==> config.mk <==
export PLATFORM = sky130hd
export DESIGN_NAME = dmem_access_ctrl
export DESIGN_NICKNAME = d
export VERILOG_FILES = /design/src/rtl/dmem_access_ctrl.sv
export SDC_FILE = /design/constraint.sdc
export NUM_CORES = 1
export LEC_CHECK = 0
export CORE_ASPECT_RATIO = 1.2
export CORE_MARGIN = 2
export CORE_UTILIZATION = 41
export CTS_CLUSTER_DIAMETER = 50
export CTS_CLUSTER_SIZE = 8
export DETAILED_ROUTE_END_ITERATION = 8
export PLACE_DENSITY = 0.9
export SLEW_MARGIN = 20
export SYNTH_ARGS = -nofsm -noshare
export SYNTH_HDL_FRONTEND = slang
export SYNTH_SLANG_ARGS = --single-unit
==> constraint.sdc <==
create_clock -name clk -period 3.54 [get_ports clk]
set_input_delay 0.531 -clock clk [delete_from_list [all_inputs] [get_ports clk]]
set_output_delay 0.531 -clock clk [all_outputs]
set_load 0.01 [all_outputs]
==> src/rtl/dmem_access_ctrl.sv <==
// Data-RAM sequencer/arbiter: loader-priority grant, sub-word load extraction and
// read-modify-write stores. Optional macro DMEM_MISALIGN_TRAP_EN traps misaligned CPU accesses.
module dmem_access_ctrl #(
   parameter int ADDR_W = 14
) (
   input  logic              clk,
   input  logic              rst,
   input  logic              cpu_req,
   input  logic              cpu_we,
   input  logic [31:0]       cpu_addr,
   input  logic [31:0]       cpu_wdata,
   input  logic [1:0]        cpu_len,
   input  logic              cpu_sign,
   output logic              cpu_ready,
   output logic [31:0]       cpu_rdata,
   output logic              cpu_err,
   input  logic              ldr_req,
   input  logic [ADDR_W-1:0] ldr_addr,
   input  logic [31:0]       ldr_wdata,
   output logic              ldr_ready,
   output logic [ADDR_W-1:0] ram_addr,
   output logic [31:0]       ram_din,
   output logic              ram_we,
   input  logic [31:0]       ram_dout,
   output logic              busy
);

   typedef enum logic [2:0] {
      IDLE    = 3'd0,
      RD      = 3'd1,
      RD_WAIT = 3'd2,
      MERGE   = 3'd3,
      WR      = 3'd4,
      DONE    = 3'd5
   } state_t;

   state_t      state_r, state_nxt_s;
   logic        grant_ldr_s, grant_cpu_s, no_ram_s, trap_s, trap_chk_s, owner_nxt_s;
   logic        owner_cpu_r, we_r, sign_r;
   logic [1:0]  len_r, off_r;
   logic [15:0] sdata_r;
   logic [31:0] word_r;
   logic        unused_s;

   // Address bits above the RAM window alias away by truncation.
   assign unused_s = ^{cpu_addr[30:ADDR_W+2]};

   function automatic logic [31:0] extract_lane(input logic [31:0] word, input logic [1:0] len,
                                                input logic [1:0] off, input logic sign);
      logic [7:0]  b;
      logic [15:0] h;
      b = word[{off, 3'b000} +: 8];
      h = word[{off[1], 4'b0000} +: 16];
      case (len)
         2'd0:    extract_lane = {{24{sign & b[7]}}, b};
         2'd1:    extract_lane = {{16{sign & h[15]}}, h};
         default: extract_lane = word;
      endcase
   endfunction

   function automatic logic [31:0] merge_lane(input logic [31:0] word, input logic [15:0] data,
                                              input logic [1:0] len, input logic [1:0] off);
      logic [31:0] m;
      m = word;
      case (len)
         2'd0:    m[{off, 3'b000} +: 8] = data[7:0];
         2'd1:    m[{off[1], 4'b0000} +: 16] = data;
         default: m = word;
      endcase
      return m;
   endfunction

   function automatic logic misaligned(input logic [1:0] len, input logic [1:0] off);
      case (len)
         2'd0:    misaligned = 1'b0;
         2'd1:    misaligned = off[0];
         default: misaligned = (off != 2'b00);
      endcase
   endfunction

`ifdef DMEM_MISALIGN_TRAP_EN
   logic cpu_err_r;
   assign trap_chk_s = misaligned(cpu_len, cpu_addr[1:0]);
   assign cpu_err    = cpu_err_r;

   // Error flag accompanies the ready pulse of a trapped access.
   always_ff @(posedge clk or posedge rst) begin
      if (rst) cpu_err_r <= 1'b0;
      else     cpu_err_r <= trap_s;
   end
`else
   assign trap_chk_s = 1'b0;
   assign cpu_err    = 1'b0;
`endif

   assign ram_din     = word_r;
   assign no_ram_s    = cpu_addr[31] | trap_chk_s;
   assign owner_nxt_s = (state_r == IDLE) ? grant_cpu_s : owner_cpu_r;

   // Next-state logic and grant decode.
   always_comb begin
      state_nxt_s = state_r;
      grant_ldr_s = 1'b0;
      grant_cpu_s = 1'b0;
      trap_s      = 1'b0;
      case (state_r)
         IDLE: begin
            if (ldr_req) begin
               grant_ldr_s = 1'b1;
               state_nxt_s = WR;
            end else if (cpu_req) begin
               grant_cpu_s = 1'b1;
               trap_s      = ~cpu_addr[31] & trap_chk_s;
               if (no_ram_s)                  state_nxt_s = DONE;
               else if (cpu_we && cpu_len[1]) state_nxt_s = WR;
               else                           state_nxt_s = RD;
            end else begin
               state_nxt_s = IDLE;
            end
         end
         RD:      state_nxt_s = RD_WAIT;
         RD_WAIT: state_nxt_s = we_r ? MERGE : DONE;
         MERGE:   state_nxt_s = WR;
         WR:      state_nxt_s = DONE;
         DONE:    state_nxt_s = IDLE;
         default: state_nxt_s = IDLE;
      endcase
   end

   // State register.
   always_ff @(posedge clk or posedge rst) begin
      if (rst) state_r <= IDLE;
      else     state_r <= state_nxt_s;
   end

   // Registered outputs, latched request fields and the merge buffer.
   always_ff @(posedge clk or posedge rst) begin
      if (rst) begin
         ram_we      <= 1'b0;
         busy        <= 1'b0;
         cpu_ready   <= 1'b0;
         ldr_ready   <= 1'b0;
         cpu_rdata   <= 32'd0;
         ram_addr    <= '0;
         word_r      <= 32'd0;
         sdata_r     <= 16'd0;
         owner_cpu_r <= 1'b0;
         we_r        <= 1'b0;
         sign_r      <= 1'b0;
         len_r       <= 2'd0;
         off_r       <= 2'd0;
      end else begin
         ram_we    <= (state_nxt_s == WR);
         busy      <= (state_nxt_s != IDLE);
         cpu_ready <= (state_nxt_s == DONE) &  owner_nxt_s;
         ldr_ready <= (state_nxt_s == DONE) & ~owner_nxt_s;
         if (grant_ldr_s) begin
            owner_cpu_r <= 1'b0;
            ram_addr    <= ldr_addr;
            word_r      <= ldr_wdata;
         end else if (grant_cpu_s) begin
            owner_cpu_r <= 1'b1;
            we_r        <= cpu_we;
            sign_r      <= cpu_sign;
            len_r       <= cpu_len;
            off_r       <= cpu_addr[1:0];
            sdata_r     <= cpu_wdata[15:0];
            word_r      <= cpu_wdata;
            if (no_ram_s) cpu_rdata <= 32'd0;
            else          ram_addr  <= cpu_addr[ADDR_W+1:2];
         end else if (state_r == RD_WAIT) begin
            if (we_r) word_r    <= ram_dout;
            else      cpu_rdata <= extract_lane(ram_dout, len_r, off_r, sign_r);
         end else if (state_r == MERGE) begin
            word_r <= merge_lane(word_r, sdata_r, len_r, off_r);
         end
      end
   end

endmodule

# Word-level counts from Yosys, hierarchy flattened

Index checks and enable logic that the tools add are counted.

Add/subtract/negate cells: 2
Eq/ne operators: 11
Shift operators: 6
Mux-type cells: 30
Bitwise operators: 6
Reductions and logical operators: 12

Operators with widths:

| kind                    | count |
|---|---|
| $mux 32                 | 9 |
| $pmux 32 s2             | 2 |
| $bwmux 32               | 2 |
| $mux 14                 | 3 |
| $shift 16x7->32 const A | 1 |
| $shift 8x7->32 const A  | 1 |
| $shiftx 16x7->32        | 1 |
| $shiftx 32x6->16        | 1 |
| $shiftx 32x6->8         | 1 |
| $shiftx 8x7->32         | 1 |
| $mux 3                  | 5 |
| $pmux 3 s5              | 1 |
| $neg 5->7               | 2 |
| $eq 3x3->1 const B      | 3 |
| $mux 1                  | 8 |
| $eq 3x2->1 const B      | 2 |
| $reduce_bool 5->1       | 1 |
| $and 1x1->1             | 4 |
| $ne 2x2->1 const B      | 2 |
| $ne 4x4->1 const B      | 1 |
| $reduce_and 2->1        | 2 |
| $reduce_and 4->1        | 1 |
| $reduce_bool 2->1       | 2 |
| $reduce_bool 4->1       | 1 |
| other kinds (9)         | 10 |

Register bits: 108
Bits of input ports: 150

# Logic depth before layout (Yosys ltp)

Gate-level depths: netlist of run 1.

Word-level depth: 8
Depth in mapped cells: 9

# Worst setup path before layout of run 1

No wires, ideal clock.

Kind: reg2reg
Start: register off_r[1]
End: register word_r[29] (netlist: ram_din[29])
Library setup time: 0.082 ns
Arrival: 2.413 ns
Required time: 3.458 ns
Slack: 1.045 ns
Stages on the path, launching flop included: 10
Path buffers: 2
Cell sequence: dfrtp_1 clkbuf_1 buf_2 clkinv_1 ha_1 nand2b_1 nor4b_2 a221o_1 nand2_1 a31oi_1

Word-level cells in the longest chain between the ends: 8
Elaborated cells on any way between the ends: 13

RTL lines:

| what                                           | line   | source |
|---|---|---|
| from (decl)                                    | 40     | `logic [1:0] len_r, off_r;` |
| from (signal assigned)                         | 166    | `off_r <= cpu_addr[1:0];` |
| $neg 5->7 (on tied branches)                   | 67, 66 |  |
| $shiftx 16x7->32, or another cell as far along | 67     | `2'd1: m[{off[1], 4'b0000} +: 16] = data;` |
| $bwmux 32 (on tied branches)                   | 67, 66 |  |
| $pmux 32 s2 *                                  | 65     | `case (len)` |
| $mux 32 *                                      | 174    | `end else if (state_r == MERGE) begin` |
| $mux 32 *                                      | 171    | `end else if (state_r == RD_WAIT) begin` |
| $mux 32 *                                      | 161    | `end else if (grant_cpu_s) begin` |
| $mux 32 *                                      | 157    | `if (grant_ldr_s) begin` |
| to (signal assigned)                           | 160    | `word_r <= ldr_wdata;` |
| to (signal assigned)                           | 172    | `if (we_r) word_r <= ram_dout;` |
| to (signal assigned)                           | 175    | `word_r <= merge_lane(word_r, sdata_r, len_r, off_r);` |
| to (decl)                                      | 42     | `logic [31:0] word_r;` |

Every way passes the cells marked *; elsewhere a longest branch is shown, timed or not. The select of a mux whose other input is x is not followed.
A chain may end at the register's enable or synchronous reset.

# Final worst setup path of run 1

Same ends and word-level chain as after synthesis.

==> flow_metrics.env, run 1 <==
export IMPL_cellLeakagePower_nw=3.69
export IMPL_core_area_sq_um=14800
export IMPL_antenna_found_initial=0
export IMPL_cts_setup_buffers=0
export IMPL_syn_inst=710
export IMPL_clk_pin_slew_worst_paths_ps=70
export IMPL_fp_dieH_microns=138
export IMPL_fin_cells=1109
export IMPL_layout_drive_gt1_share_pct=5.52
export IMPL_dp_cells=1094
export IMPL_ys_ff_latch=108
export IMPL_ctsResizeCount=0
export IMPL_power_density_nw_per_um2=787
export IMPL_max_cap_violations=0
export IMPL_relSlewSlack_pct=37.5
export IMPL_fin_crit_ps=2660
export IMPL_outcome="finished clean"
export IMPL_synth_common_cells="126 x nand2_1, 108 x dfrtp_1, 71 x nor2_1"
export IMPL_clock_latency_ps=360
export IMPL_vias_per_cell=5.78
export IMPL_hold_viol=0
export IMPL_ir_drop_v=0.000361
export IMPL_routabilityCongestion=0.937
export IMPL_grt_overflow=0
export IMPL_place_ws_ps=653
export IMPL_final_area_sq_um=8750
export IMPL_cp_end_kind="flop"
export IMPL_seq_area_frac_synth_pct=43.9
export IMPL_drt_iter0_markers=819
export IMPL_finalClockSkew_ps=6.56
export IMPL_hold_ws_ps=475
export IMPL_num_rows=49
export IMPL_setup_viol=0
export IMPL_min_period_over_period_pct=75.2
export IMPL_die_area_sq_um=16000
export IMPL_worstPathRequired_ps=3820
export IMPL_rsz0062_at_grt="false"
export IMPL_yosysWarnings=0
export IMPL_initial_core_util_pct=41.5
export IMPL_path_max_fanout=11
export IMPL_synthTopCellsByArea="dfrtp_1 44%, nand2_1 7.7%, a21oi_1 4.6%"
export IMPL_syn_nets=865
export IMPL_worst_pin_slew_ps=936
export IMPL_drc=0
export IMPL_numCtsBuffers=9
export IMPL_first_global_vias=6044
export IMPL_tns_ps=0
export IMPL_netlist_area_sq_um=6150
export IMPL_pin_count=233
export IMPL_place_area_sq_um=8470
export IMPL_max_freq_ghz=0.375
export IMPL_finalWorstSetupSlack_ps=876
export IMPL_hold_class="reg -> reg"
export IMPL_num_vias=6412
export IMPL_grt_use_total_pct=27.5
export IMPL_drv_slew=0
export IMPL_antenna_cells=0
export IMPL_cts_buffer_depth=2
export IMPL_grt_max_degree=64
export IMPL_ys_async_sr_fraction_pct=100
export IMPL_dr_pass1_iters=6
export IMPL_numPortBuffers=216
export IMPL_synth_cell_types=57
export IMPL_syn_to_final_growth_pct=42.2
export IMPL_nFillCells=1301
export IMPL_yosys_cell_count_top_type="nand2_1"
export IMPL_clock_root_buffer="clkbuf_16"
export IMPL_die_x_microns=116
export IMPL_synth_top_cell_area_share_pct=43.9
export IMPL_drt_total_wl_microns=22000
export IMPL_synth_main_ff_cell="dfrtp_1"
export IMPL_synth_largest_area_cell="dfrtp_1"
export IMPL_cp_arrival_ps=2950
export IMPL_synth_area_per_cell_sq_um=8.67
export IMPL_synth_edf_count=0
export IMPL_hold_buffers=0
export IMPL_detail_route_wl_per_cell_microns=19.9
export IMPL_dp_hpwl_microns=16900
export IMPL_total_power_mw=6.89
export IMPL_critPathKind="reg -> reg"
export IMPL_worst_setup_path_start_kind="flop"
export IMPL_htreeDepth=3
export IMPL_tritoncts="yes"
export IMPL_grt_pass1_wl_microns=33500
export IMPL_cts_sinks=108
export IMPL_ant_nets=0
export IMPL_postLayoutCoreUtil_pct=59.0
export IMPL_layout_nets=1056
==> cells in the final DEF (no fill, tap or decap), types with 4 or more instances in the layout <==
cell type	instances
clkdlybuf4s50_1	216
nand2_1	126
dfrtp_1	108
nor2_1	71
a21oi_1	56
o21ai_0	54
mux2i_1	22
buf_4	20
o22ai_1	18
nor2b_1	17
inv_1	17
a221o_1	17
a22o_1	17
nor3_1	13
a32o_1	12
nand2b_1	10
a221oi_1	10
clkbuf_16	9
o221ai_1	8
and3_1	8
a222oi_1	7
a31oi_1	5
ha_1	5
a311oi_1	4
==> where the power goes <==
group	total [mW]	internal, mW	leakage, nW	switching, mW
registers	2.22	1.77	1.37	0.450
clock network	0.961	0.513	0.129	0.448
logic	3.70	1.71	2.19	1.99
==> registers in the layout, indices dropped and copies added (netlist names) <==
name	cells
len_r	2
ram_addr	14
owner_cpu_r	1
ldr_ready	1
state_r	3
ram_we	1
off_r	2
busy	1
ram_din	32
cpu_rdata	32
cpu_ready	1
we_r	1
sign_r	1
sdata_r	16
==> worst max-delay path: stages, from the launching register on <==
cell and delay (ps):
dfrtp_1 360, clkinv_1 340, ha_1 380, nand2b_1 190, nor4b_2 690, a221o_1 330
nand2_1 100, a31oi_1 180
==> worst paths after layout <==
path | slack, ps | cells after the start | endpoint | from
worst min-delay path | 470 | 2 | cpu_rdata[3]$_DFFE_PP0P_ | cpu_rdata[3]$_DFFE_PP0P_
max in group asynchronous | 2190 | 3 | sdata_r[13]$_DFFE_PP0P_ | rst
worst max register to register | 880 | 7 | ram_din[29]$_DFFE_PP0P_ | off_r[1]$_DFFE_PP0P_
min in group asynchronous | 590 | 2 | ram_addr[12]$_DFFE_PP0P_ | rst
worst max-delay path | 880 | 7 | ram_din[29]$_DFFE_PP0P_ | off_r[1]$_DFFE_PP0P_
worst min register to register | 470 | 2 | cpu_rdata[3]$_DFFE_PP0P_ | cpu_rdata[3]$_DFFE_PP0P_
==> cell type report <==
class	instances	area, sq um	area share (%)
multi-input cells	526	3110	35.6
flip-flops and latches	108	2700	30.9
repair buffers	237	2330	26.7
clock buffers	14	264	3.02
well taps	204	255	2.92
inverters	19	73.8	0.844
clock inverters	1	7.51	0.0858
==> per-layer routing <==
metal / GRT usage (%) / vias up / wire (microns)
met3: 5.39 / 55 / 2270
li1: - / 2945 / -
met1: 36.4 / 3033 / 8650
met5: 0 / - / 0
met2: 44.0 / 379 / 10300
met4: 11.1 / 0 / 807
==> logic make-up after synthesis <==
group / after synthesis / synth area share, %
AO/OA/AOI/OAI: 233 / 26.1
XOR/XNOR: 1 / 0.142
adder cells (fa/ha/maj): 5 / 1.02
buffers and inverters: 76 / 5.65
flip-flops: 108 / 43.9
multiplexers: 23 / 3.94
other: 1 / 0.0609
AND/OR/NAND/NOR: 263 / 19.1
(Power assumes the default switching activity.)
==> run 2: changes to the inputs <==
==> constraint.sdc (replaced) <==
create_clock -name clk -period 2.4 [get_ports clk]
set_input_delay 0.36 -clock clk [delete_from_list [all_inputs] [get_ports clk]]
set_output_delay 0.36 -clock clk [all_outputs]
set_load 0.01 [all_outputs]
==> run 2 against run 1 <==
Worst setup slack worse by 730 ps; first-iteration DRC count is 2.0% higher; clock-buffer cell count is 4 lower; final cell count is 1.8% higher; final area is 2.3% higher; combinational power is 57% higher; clock power is 58% higher; clock skew is 2.6 ps higher; critical path depth is 1 lower; global-route usage is 0.71 points higher; sequential share of layout area is 0.70 points lower; critical path type unchanged; largest power group unchanged.
==> flow_metrics.env, run 2 (synthesized netlist as in run 1, its figures left out) <==
export IMPL_drc=0
export IMPL_core_area_sq_um=14800
export IMPL_grt_use_met1_pct=35.8
export IMPL_worstPathRequired_ps=2630
export IMPL_drv_slew=0
export IMPL_grt_overflow=0
export IMPL_hold_buffers=0
export IMPL_htreeDepth=3
export IMPL_layout_nets=1076
export IMPL_layout_commonest_cell="clkdlybuf4s50_1"
export IMPL_clock_latency_ps=350
export IMPL_nFillCells=1234
export IMPL_power_density_nw_per_um2=1180
export IMPL_setup_viol=0
export IMPL_ir_drop_v=0.000506
export IMPL_use_met2_pct=45.7
export IMPL_relSlewSlack_pct=38.1
export IMPL_grt_max_degree=109
export IMPL_min_period_over_period_pct=93.9
export IMPL_numCtsBuffers=9
export IMPL_worst_setup_path_start_kind="flop"
export IMPL_numPortBuffers=216
export IMPL_cp_end_kind="flop"
export IMPL_top_usage_layer="met2"
export IMPL_clock_root_buffer="clkbuf_16"
export IMPL_cp_arrival_ps=2480
export IMPL_dp_hpwl_microns=17500
export IMPL_die_x_microns=116
export IMPL_max_freq_ghz=0.444
export IMPL_critPathKind="reg -> reg"
export IMPL_total_power_mw=10.5
export IMPL_grt_pass1_wl_microns=34800
export IMPL_routabilityCongestion=0.978
export IMPL_cts_buffer_depth=2
export IMPL_num_rows=49
export IMPL_final_cell_mix="216 x clkdlybuf4s50_1, 126 x nand2_1, 108 x dfrtp_1"
export IMPL_cts_setup_buffers=0
export IMPL_tns_ps=0
export IMPL_drt_total_wl_microns=22700
export IMPL_vias_per_cell=5.70
export IMPL_syn_to_final_growth_pct=45.5
export IMPL_finalClockSkew_ps=9.15
export IMPL_antenna_cells=0
export IMPL_clk_pin_slew_worst_paths_ps=80
export IMPL_worst_pin_slew_ps=929
export IMPL_fin_crit_ps=2250
export IMPL_cellLeakagePower_nw=3.80
export IMPL_path_max_fanout=9
export IMPL_hold_viol=0
export IMPL_tritoncts="yes"
export IMPL_cts_sinks=108
export IMPL_antenna_found_initial=0
export IMPL_rsz0062_at_grt="false"
export IMPL_die_area_sq_um=16000
export IMPL_grt_util_met3_pct=5.83
export IMPL_num_vias=6439
export IMPL_fp_dieH_microns=138
export IMPL_layout_drive_gt1_share_pct=8.11
export IMPL_dr_pass1_iters=8
export IMPL_detail_route_wl_per_cell_microns=20.1
export IMPL_grt_use_total_pct=28.2
export IMPL_pin_count=233
export IMPL_initial_core_util_pct=41.5
export IMPL_hold_class="reg -> reg"
export IMPL_first_global_vias=6292
export IMPL_max_cap_violations=0
export IMPL_drt_iter0_markers=835
export IMPL_ant_nets=0
export IMPL_outcome="finished clean"
-- run 2: path summary, 6_finish.rpt --
check                                    startpoint                  endpoint  slack (ps)  depth (start not counted)
setup / recovery               state_r[2]$_DFF_PP0_   ram_din[17]$_DFFE_PP0P_         150                          6
hold / removal             cpu_rdata[6]$_DFFE_PP0P_  cpu_rdata[6]$_DFFE_PP0P_         480                          2
setup reg to reg               state_r[2]$_DFF_PP0_   ram_din[17]$_DFFE_PP0P_         150                          6
hold reg to reg            cpu_rdata[6]$_DFFE_PP0P_  cpu_rdata[6]$_DFFE_PP0P_         480                          2
max in group asynchronous                       rst      len_r[0]$_DFFE_PP0P_        1420                          3
min in group asynchronous                       rst  ram_addr[12]$_DFFE_PP0P_         520                          3
-- run 2: per-stage QoR --
| step | area, sq um | worst slack [ps] | utilization, % | hold WS, ps | instances |
|---|---|---|---|---|---|
| floorplan | 6170 | 119 | - | 462 | 710 |
| global placement | 8640 | 130 | 58.3 | 456 | 1114 |
| detailed placement | 8640 | 97.6 | 58.3 | 466 | 1114 |
| CTS | 8940 | 171 | 60.3 | 482 | 1129 |
| global route | 8950 | 28.5 | 60.3 | 499 | 1129 |
| finish | 8950 | 147 | 60.3 | 480 | 1129 |
-- run 2: worst max-delay path, stage by stage (launching register included) --
cell and delay (ps):
dfrtp_1 500, nor3_1 470, buf_4 250, o21ai_0 160
a32o_1 310, a311oi_1 360, a21oi_1 70
-- run 2: layer usage --
metal  up-vias  part of all wire [%]  wire (microns)
met5         -                     0               0
met3        75                   9.7            2210
met2       404                    48           10900
met4         0                   4.7            1070
met1      2978                    38            8600
li1       2982                     -               -
-- run 2: final cells by class --
cell class | count | area (sq um) | area share, %
multi-input combinational | 526 | 3120 | 34.9
sequential | 108 | 2700 | 30.2
timing repair buffer | 257 | 2490 | 27.9
tap | 204 | 255 | 2.85
clock buffer | 10 | 239 | 2.67
inverter | 19 | 76.3 | 0.853
clock inverter | 5 | 61.3 | 0.685
-- run 2: timing repair --
item | 4_1_cts | 5_1_grt
setup endpoints to repair | 0 | 2
gates resized for setup | 0 | 1
endpoints found under the hold margin | 0 | 0
-- run 2: power breakdown --
group / internal (mW) / switching (mW)
logic: 2.70 / 3.11
clock network: 0.838 / 0.682
registers: 2.61 / 0.603
total: 6.15 / 4.39
